--- src/rtl/interval_timer.sv ---
// interval_timer: programmable BASE/EXT/YEL interval store with a
// one-second countdown that pulses `expired` once per loaded interval.
// Optional feature macro REMAIN_OUT_EN adds time_remaining and sec_tick taps.
module interval_timer #(
  parameter int unsigned CLK_DIV      = 100000000,
  parameter int unsigned VALUE_W      = 4,
  parameter int unsigned BASE_DEFAULT = 6,
  parameter int unsigned EXT_DEFAULT  = 3,
  parameter int unsigned YEL_DEFAULT  = 2
) (
  input  logic               clk,
  input  logic               sys_reset,
  input  logic               prg_sync_in,
  input  logic [1:0]         time_param_sel,
  input  logic [VALUE_W-1:0] time_value,
  input  logic               start_timer,
  input  logic [1:0]         interval_address,
`ifdef REMAIN_OUT_EN
  output logic [VALUE_W-1:0] time_remaining,
  output logic               sec_tick,
`endif
  output logic               expired
);

  localparam int unsigned DIV_W = (CLK_DIV > 1) ? $clog2(CLK_DIV) : 1;
  localparam logic [DIV_W-1:0]   DIV_MAX  = DIV_W'(CLK_DIV - 1);
  localparam logic [VALUE_W-1:0] BASE_DEF = VALUE_W'(BASE_DEFAULT);
  localparam logic [VALUE_W-1:0] EXT_DEF  = VALUE_W'(EXT_DEFAULT);
  localparam logic [VALUE_W-1:0] YEL_DEF  = VALUE_W'(YEL_DEFAULT);
  localparam logic [VALUE_W-1:0] ONE      = VALUE_W'(1);

  typedef enum logic {
    S_IDLE,
    S_RUN
  } state_t;

  state_t             state_q, state_d;
  logic [VALUE_W-1:0] base_q, ext_q, yel_q;
  logic [VALUE_W-1:0] base_d, ext_d, yel_d;
  logic [VALUE_W-1:0] remain_q, remain_d;
  logic [DIV_W-1:0]   div_q, div_d;
  logic               expired_q, expired_d;
  logic [VALUE_W-1:0] prog_val;
  logic [VALUE_W-1:0] load_val;
  logic               tick;

  // Interval store update; the next-state values feed the load mux so a
  // same-cycle program and start sees the newly written value.
  always_comb begin
    prog_val = (time_value == '0) ? ONE : time_value;
    base_d   = base_q;
    ext_d    = ext_q;
    yel_d    = yel_q;
    if (prg_sync_in) begin
      case (time_param_sel)
        2'b00:   base_d = prog_val;
        2'b01:   ext_d  = prog_val;
        2'b10:   yel_d  = prog_val;
        default: begin
          base_d = BASE_DEF;
          ext_d  = EXT_DEF;
          yel_d  = YEL_DEF;
        end
      endcase
    end
  end

  // Select the interval to load; address 11 falls back to BASE.
  always_comb begin
    case (interval_address)
      2'b01:   load_val = ext_d;
      2'b10:   load_val = yel_d;
      default: load_val = base_d;
    endcase
  end

  assign tick = (state_q == S_RUN) && (div_q == DIV_MAX);

  // Countdown next-state: a start always wins over the final tick, which
  // is what cancels any in-flight expiry.
  always_comb begin
    state_d   = state_q;
    remain_d  = remain_q;
    div_d     = div_q;
    expired_d = 1'b0;
    if (start_timer) begin
      state_d  = S_RUN;
      remain_d = load_val;
      div_d    = '0;
    end else if (state_q == S_RUN) begin
      if (tick) begin
        div_d = '0;
        if (remain_q > ONE) begin
          remain_d = remain_q - ONE;
        end else begin
          remain_d  = '0;
          state_d   = S_IDLE;
          expired_d = 1'b1;
        end
      end else begin
        div_d = div_q + DIV_W'(1);
      end
    end
  end

  // State register.
  always_ff @(posedge clk) begin
    if (sys_reset) begin
      state_q <= S_IDLE;
    end else begin
      state_q <= state_d;
    end
  end

  // Datapath registers: stored intervals, remaining seconds, divider, pulse.
  always_ff @(posedge clk) begin
    if (sys_reset) begin
      base_q    <= BASE_DEF;
      ext_q     <= EXT_DEF;
      yel_q     <= YEL_DEF;
      remain_q  <= '0;
      div_q     <= '0;
      expired_q <= 1'b0;
    end else begin
      base_q    <= base_d;
      ext_q     <= ext_d;
      yel_q     <= yel_d;
      remain_q  <= remain_d;
      div_q     <= div_d;
      expired_q <= expired_d;
    end
  end

  assign expired = expired_q;

`ifdef REMAIN_OUT_EN
  assign time_remaining = remain_q;
  assign sec_tick       = tick;
`endif

endmodule

--- config.mk ---
export PLATFORM = sky130hd
export DESIGN_NAME = interval_timer
export DESIGN_NICKNAME = d
export VERILOG_FILES = /design/src/rtl/interval_timer.sv
export SDC_FILE = /design/constraint.sdc
export NUM_CORES = 1
export LEC_CHECK = 0
export CORE_UTILIZATION = 59
export CTS_CLUSTER_SIZE = 20
export DETAILED_ROUTE_END_ITERATION = 12
export PLACE_DENSITY = 0.85
export SYNTH_ARGS = -nofsm -noshare
export SYNTH_HDL_FRONTEND = slang
export SYNTH_SLANG_ARGS = --single-unit
--- constraint.sdc ---
create_clock -name clk -period 2.65 [get_ports clk]
set_input_delay 0.265 -clock clk [delete_from_list [all_inputs] [get_ports clk]]
set_output_delay 0.265 -clock clk [all_outputs]
set_load 0.005 [all_outputs]
==> flow_summary.ini <==
[critical_path]
worstSetupPathType = reg2reg
cp-startpoint = div_q[0]$_SDFFE_PP0P_
cp.required_ns = 2.87
cp-end-kind = register
r2r-start = div_q[0]$_SDFFE_PP0P_
crit_fanout = 9
start_kind = register
crit_arrival_ns = 2.34

[final_layout]
drive_gt1_share_pct = 4.98
nFillCells = 303
fin_nets = 321
area_growth_pct = 12.3
finalNonFillerCells = 349
antennaDiodeCount = 0

[power_and_ir_drop]
ir_drop_uv = 308
powerDensity_mw_per_mm2 = 545
p_leak_nw = 0.937

[clock_tree]
worstSkewPairLatency_ns = 0.30
clk_path_buf_depth = 2
cts_resized = 0
cts.sinks = 45
cts_root_buf = clkbuf_8
clk_pin_slew_ns = 0.08
cts_setup_buffers = 0
h-tree-depth = 2
cts_hold_buf = 0
tritoncts = done
cts-buffers-inserted = 5

[detailed_routing]
drc = 0
wl_um = 4560
wl_per_cell_um = 13.1
drt-initial-drc-count = 114
viasPerCell = 5.81
vias = 2027
firstDrtPassIters = 4
detail-route-antenna-nets = 0

[yosys]
yosysSeqAreaShare_pct = 38.1
avgSynthCellArea_sq_um = 8.20
async_reset_ff_share_pct = 0
synth_fp_nets = 309
synth-edff-count = 0
synth-main-ff-cell = dfxtp_1
synth_cells = 288
synth_area_sq_mm = 0.00236
ys_ff_latch = 45
ys_warn_count = 0
yosysUniqueCellTypes = 49

[timing]
rsz0062_at_grt = false
fin_worst_skew_ns = 0.0140
setup_tns_ns = 0
tightest_slew_ns = 0.468
maxSlewViolCount = 0
final_hold_viol_count = 0
finalCritPeriodShare_pct = 80.1
finalSetupViolCount = 0
fmax_mhz = 471
maxSlewHeadroom_pct = 68.8
finalCriticalPeriod_ns = 2.12

[global_route]
overflow = 0
grt_start_max_net_pins = 26
grt_pass1_vias = 1867
track_usage_pct = 23.6
grt_first_pass_wirelength_um = 7910
antenna_found_initial = 0

[min_path]
min-delay-start = ext_q[3]$_SDFF_PP0_
hold_class = reg2reg

[floorplanning]
dieArea_sq_mm = 0.00426
initial_core_util_pct = 63.1
row_count = 22
die_y_um = 65.3
die_w_um = 65.3
io_pins = 13
core-area_sq_mm = 0.00374

[job]
max_cap_violations = 0

[placed_design]
gp_congestion = 0.884
dp_hpwl_um = 3370
place_inst = 341
io_buffers = 12

[run_status]
status = finished clean
==> layout by cell type (no fill, tap or decap), drive strengths merged, types with 12 or more instances in the layout <==
cell type      Yosys  layout
clkdlybuf4s50      0      12
a21oi             14      14
inv               17      17
nand2             21      21
dfxtp             45      45
xnor2             18      18
nor2              46      46
==> where the power goes <==
group	switching, mW	internal (mW)	total [mW]	leakage (nW)
Combinational	0.0795	0.0642	0.144	0.503
Clock	0.227	0.374	0.602	0.0681
Sequential	0.00983	0.691	0.701	0.365
==> worst paths after layout <==
kind	end	slack, ns	cells after the start
setup / recovery	remain_q[2]$_SDFFE_PP0P_	0.53	6
hold / removal	ext_q[3]$_SDFF_PP0_	0.49	2
setup reg to reg	remain_q[2]$_SDFFE_PP0P_	0.53	6
hold reg to reg	ext_q[3]$_SDFF_PP0_	0.49	2
==> worst max-delay path: stages (launching register included) <==
cell and delay (ns):
dfxtp_1 0.37, ha_1 0.17, and3_2 0.25, nand4_4 0.18, or3_1 0.49, o41a_1 0.42, o31ai_2 0.18
==> logic make-up (layout without fill, tap and decap cells) <==
logic type,after synthesis,in the layout,synth area share (%)
mux,2,2,0.847
simple gates,132,132,28.4
flops,45,45,38.1
compound gates,49,49,14.2
buf+inv,26,39,4.29
fa+ha+maj,9,9,4.77
xor+xnor,25,25,9.27
==> sequential cells by signal (all words and copies together) (netlist names) <==
signal,flops
div_q,27
remain_q,4
ext_q,4
yel_q,4
state_q,1
expired,1
base_q,4
==> layout make-up <==
type	count	area, sq um	area share, %
clock buffers	5	68.8	2.59
clock inverters	3	65.1	2.45
repair buffers	14	135	5.09
well taps	48	60.1	2.26
inverters	17	63.8	2.40
flip-flops and latches	45	901	33.9
multi-input cells	217	1360	51.2
==> per-layer routing <==
metal	vias to the layer above	part of all wire [%]	global-route usage (%)
li1	1035	-	-
met1	943	46	27.8
met2	43	48	42.9
met3	6	4.1	4.17
met4	0	1.3	7.07
met5	-	0	0
==> synthesized netlist by cell type (all sizes together), types with 6 or more instances <==
| library cell | count | share of area (%) |
|---|---|---|
| clkbuf | 6 | 0.95 |
| or3 | 7 | 1.9 |
| xnor2 | 18 | 6.7 |
| dfxtp | 45 | 38 |
| nand3 | 8 | 1.7 |
| ha | 9 | 4.8 |
| and3 | 6 | 1.6 |
| a21oi | 14 | 3.0 |
| nand4 | 8 | 2.8 |
| nor2 | 46 | 7.3 |
| o21ai | 9 | 1.9 |
| xor2 | 7 | 2.6 |
| inv | 17 | 2.7 |
| nor4 | 9 | 2.6 |
| nand2 | 21 | 3.3 |
| nand2b | 6 | 1.6 |
| nor3 | 9 | 1.9 |
==> per-stage QoR <==
step / util, % / power (mW) / cell area (sq um) / hold WS [ns] / worst slack, ns
2_1_floorplan: - / 0.810 / 2360 / 0.341 / 0.678
3_3_place_gp: 67.3 / 0.855 / 2520 / 0.467 / 0.520
3_5_place_dp: 67.3 / 0.857 / 2520 / 0.462 / 0.456
4_1_cts: 70.9 / 1.45 / 2650 / 0.487 / 0.514
5_1_grt: 70.9 / 1.50 / 2650 / 0.521 / 0.412
6_report: 70.9 / 1.45 / 2650 / 0.488 / 0.529
Note: power is estimated with default switching activity, not from simulation.
==> edit: new RTL, config.mk and constraints unchanged <==
Register the inputs `prg_sync_in`, `time_param_sel`, `time_value`, `start_timer` and `interval_address` before use. The logic sees them one clock later.
--- a/src/rtl/interval_timer.sv
+++ b/src/rtl/interval_timer.sv
@@ -35,4 +35,18 @@
   } state_t;
 
+  logic prg_sync_q;
+  logic [1:0] time_param_sel_q;
+  logic [VALUE_W-1:0] time_value_q;
+  logic start_timer_q;
+  logic [1:0] interval_address_q;
+
+  always_ff @(posedge clk) begin
+    prg_sync_q         <= prg_sync_in;
+    time_param_sel_q   <= time_param_sel;
+    time_value_q       <= time_value;
+    start_timer_q      <= start_timer;
+    interval_address_q <= interval_address;
+  end
+
   state_t             state_q, state_d;
   logic [VALUE_W-1:0] base_q, ext_q, yel_q;
@@ -48,10 +62,10 @@
   // same-cycle program and start sees the newly written value.
   always_comb begin
-    prog_val = (time_value == '0) ? ONE : time_value;
+    prog_val = (time_value_q == '0) ? ONE : time_value_q;
     base_d   = base_q;
     ext_d    = ext_q;
     yel_d    = yel_q;
-    if (prg_sync_in) begin
-      case (time_param_sel)
+    if (prg_sync_q) begin
+      case (time_param_sel_q)
         2'b00:   base_d = prog_val;
         2'b01:   ext_d  = prog_val;
@@ -68,5 +82,5 @@
   // Select the interval to load; address 11 falls back to BASE.
   always_comb begin
-    case (interval_address)
+    case (interval_address_q)
       2'b01:   load_val = ext_d;
       2'b10:   load_val = yel_d;
@@ -84,5 +98,5 @@
     div_d     = div_q;
     expired_d = 1'b0;
-    if (start_timer) begin
+    if (start_timer_q) begin
       state_d  = S_RUN;
       remain_d = load_val;
Function: no difference found for any inputs over 10 cycles, from zero or initial values and one cycle with sys_reset high; that may be too few to reach the edited logic, so the function may still have changed.
==> edit against the original RTL <==
Total power grew 10%; sequential cell count is 10 higher; final area rose by 9.3%; sequential power rose by 25%; highest routed layer unchanged; first-iteration DRC count increased by 39%; setup slack better by 0.034 ns; clock skew shrank 0.0036 ns; sequential share of layout area increased by 4.0 points; maximum frequency up 1.6%; routed wire length grew 13%; synthesized area is 14% higher; worst hold slack lost 0.10 ns.
==> edit: results (changes against the original RTL) <==
[drt]
detail_route.vias_per_cell=5.918  ; was 5.808
first_pass_iters=4  ; unchanged
first_iter_violations=158  ; was 114
num_vias=2172  ; was 2,027
routed_wl_um=5126  ; was 4556 um

[floorplanning]
fp.dieW_um=69.53  ; was 65.28 um

[setup_path]
reg2reg_from=div_q[11]  ; was div_q[0]
worstPathArrival_ns=2.29  ; was 2.34 ns
ff2ff_path_depth=5  ; was 6
rrSetupSlack_ns=0.56  ; was 0.53 ns
reg2reg_to=remain_q[0]  ; was remain_q[2]
cp_slowest_cell=nor4_1  ; was or3_1
max_stage_delay_ns=0.54  ; was 0.49 ns
path_max_fanout=5  ; was 9

[logic_synthesis]
synth_fa_ha_area_share_pct=4.186  ; was 4.767%
synth-compound-area-share_pct=13.12  ; was 14.25%
ys_seq_area_share_pct=40.93  ; was 38.14%
ys_top_cells_by_count=55 x dfxtp_1, 44 x nor2_1, 17 x inv_1, 16 x xnor2_1  ; was 46 x nor2_1, 45 x dfxtp_1, 21 x nand2_1, 18 x xnor2_1, 17 x inv_1
synth.avg_cell_area_um2=8.678  ; was 8.202 um^2
synth_fp_nets=331  ; was 309
synthMuxAreaShare_pct=1.395  ; was 0.8475%
yosys_warnings=0  ; unchanged
synthXorXnorAreaFrac_pct=8.140  ; was 9.269%
synthTopCellsByArea=dfxtp_1 41%, nor2_1 6.1%, xnor2_1 5.2%, ha_1 4.2%, xor2_1 2.9%  ; was dfxtp_1 38%, nor2_1 7.3%, xnor2_1 6.7%, ha_1 4.8%, nand2_1 3.3%
synth.distinct_cells=55  ; was 49

[cells_and_area]
drive_gt1_share_pct=7.937  ; was 4.983%
filler_cell_count=354  ; was 303
num_antenna_cells=0  ; unchanged
num-nets-final=335  ; was 321
multi_input_area_mm2=0.001414  ; was 0.001360 mm^2

[sta]
worstMarginPinSlew_ns=0.5555  ; was 0.4683 ns
holdWs_ns=0.3877  ; was 0.4885 ns
fin_worst_skew_ns=0.01036  ; was 0.01397 ns

[place]
dp_slack_ns=0.5652  ; was 0.4556 ns
place_congestion=0.8560  ; was 0.8835
dp_hpwl_um=3604  ; was 3366 um
dpl_cell_area_mm2=0.002783  ; was 0.002520 mm^2
post-place-cells=359  ; was 341

[power]
ir_drop_mv=0.3561  ; was 0.3079 mV
power_switching_mw=0.3737  ; was 0.3166 mW
p_leak_nw=1.070  ; was 0.9365 nW
p_seq_share_pct=54.7  ; was 48.5%

[hold_path]
hold-path-cell-count=1  ; was 2
min_from=time_value[3]  ; was ext_q[3]
whs_endpoint=time_value_q[3]  ; was ext_q[3]
min_path_type=input port to register  ; was register to register

[outcome]
status=finished, final reports clean  ; unchanged

[cts]
ctsResizeCount=0  ; unchanged
clkTransAtPathRegs_ns=0.10  ; was 0.08 ns

[global_route]
grtUsageTotal_pct=22.71  ; was 23.57%
grt_max_degree=26  ; unchanged
grt_pass1_vias=1971  ; was 1,867

[edit: changes by cell type after synthesis, moves of 5 or more]
cell | before | now
nand3_1 | 8 | 15
dfxtp_1 | 45 | 55
or3_1 | 7 | 1
a31oi_1 | 1 | 6
nand2_1 | 21 | 15
[edit: how the worst max path moves through the flow]
stage | start | slack, ns | to
2_1_floorplan | div_q[11] | 0.80 | state_q
3_3_place_gp | div_q[11] | 0.55 | remain_q[0]
3_5_place_dp | div_q[3] | 0.57 | remain_q[0]
4_1_cts | div_q[3] | 0.55 | remain_q[0]
5_1_grt | div_q[3] | 0.37 | div_q[12]
6_report | div_q[11] | 0.56 | remain_q[0]
[edit: cell families after synthesis]
logic type | Yosys count
mux | 3
compound gates | 51
buf+inv | 35
simple gates | 132
xor+xnor | 25
fa+ha+maj | 9
flops | 55
[edit: layout make-up]
cell class	count	share of cell area, %
Multi-Input combinational cell	220	48.75
Clock inverter	2	1.208
Tap cell	52	2.243
Sequential cell	55	37.96
Inverter	18	2.330
Clock buffer	6	2.847
Timing Repair Buffer	14	4.659
[edit: power by group through the flow]
stage / registers, mW / logic, mW / clock network, mW
global placement: 0.891 / 0.143 / 0
detailed placement: 0.892 / 0.146 / 0
finish: 0.873 / 0.150 / 0.574
floorplan: 0.883 / 0.113 / 0
CTS: 0.873 / 0.147 / 0.581
global route: 0.877 / 0.165 / 0.616
[edit: layer usage]
metal / part of all wire, % / routed length, um / GRT usage, % / vias to the layer above
li1: - / - / - / 1082
met1: 48 / 2476 / 32.81 / 1007
met2: 43 / 2208 / 33.23 / 71
met3: 6.7 / 346 / 4.360 / 12
met4: 1.8 / 94 / 9.070 / 0
met5: 0 / 0 / 0 / -
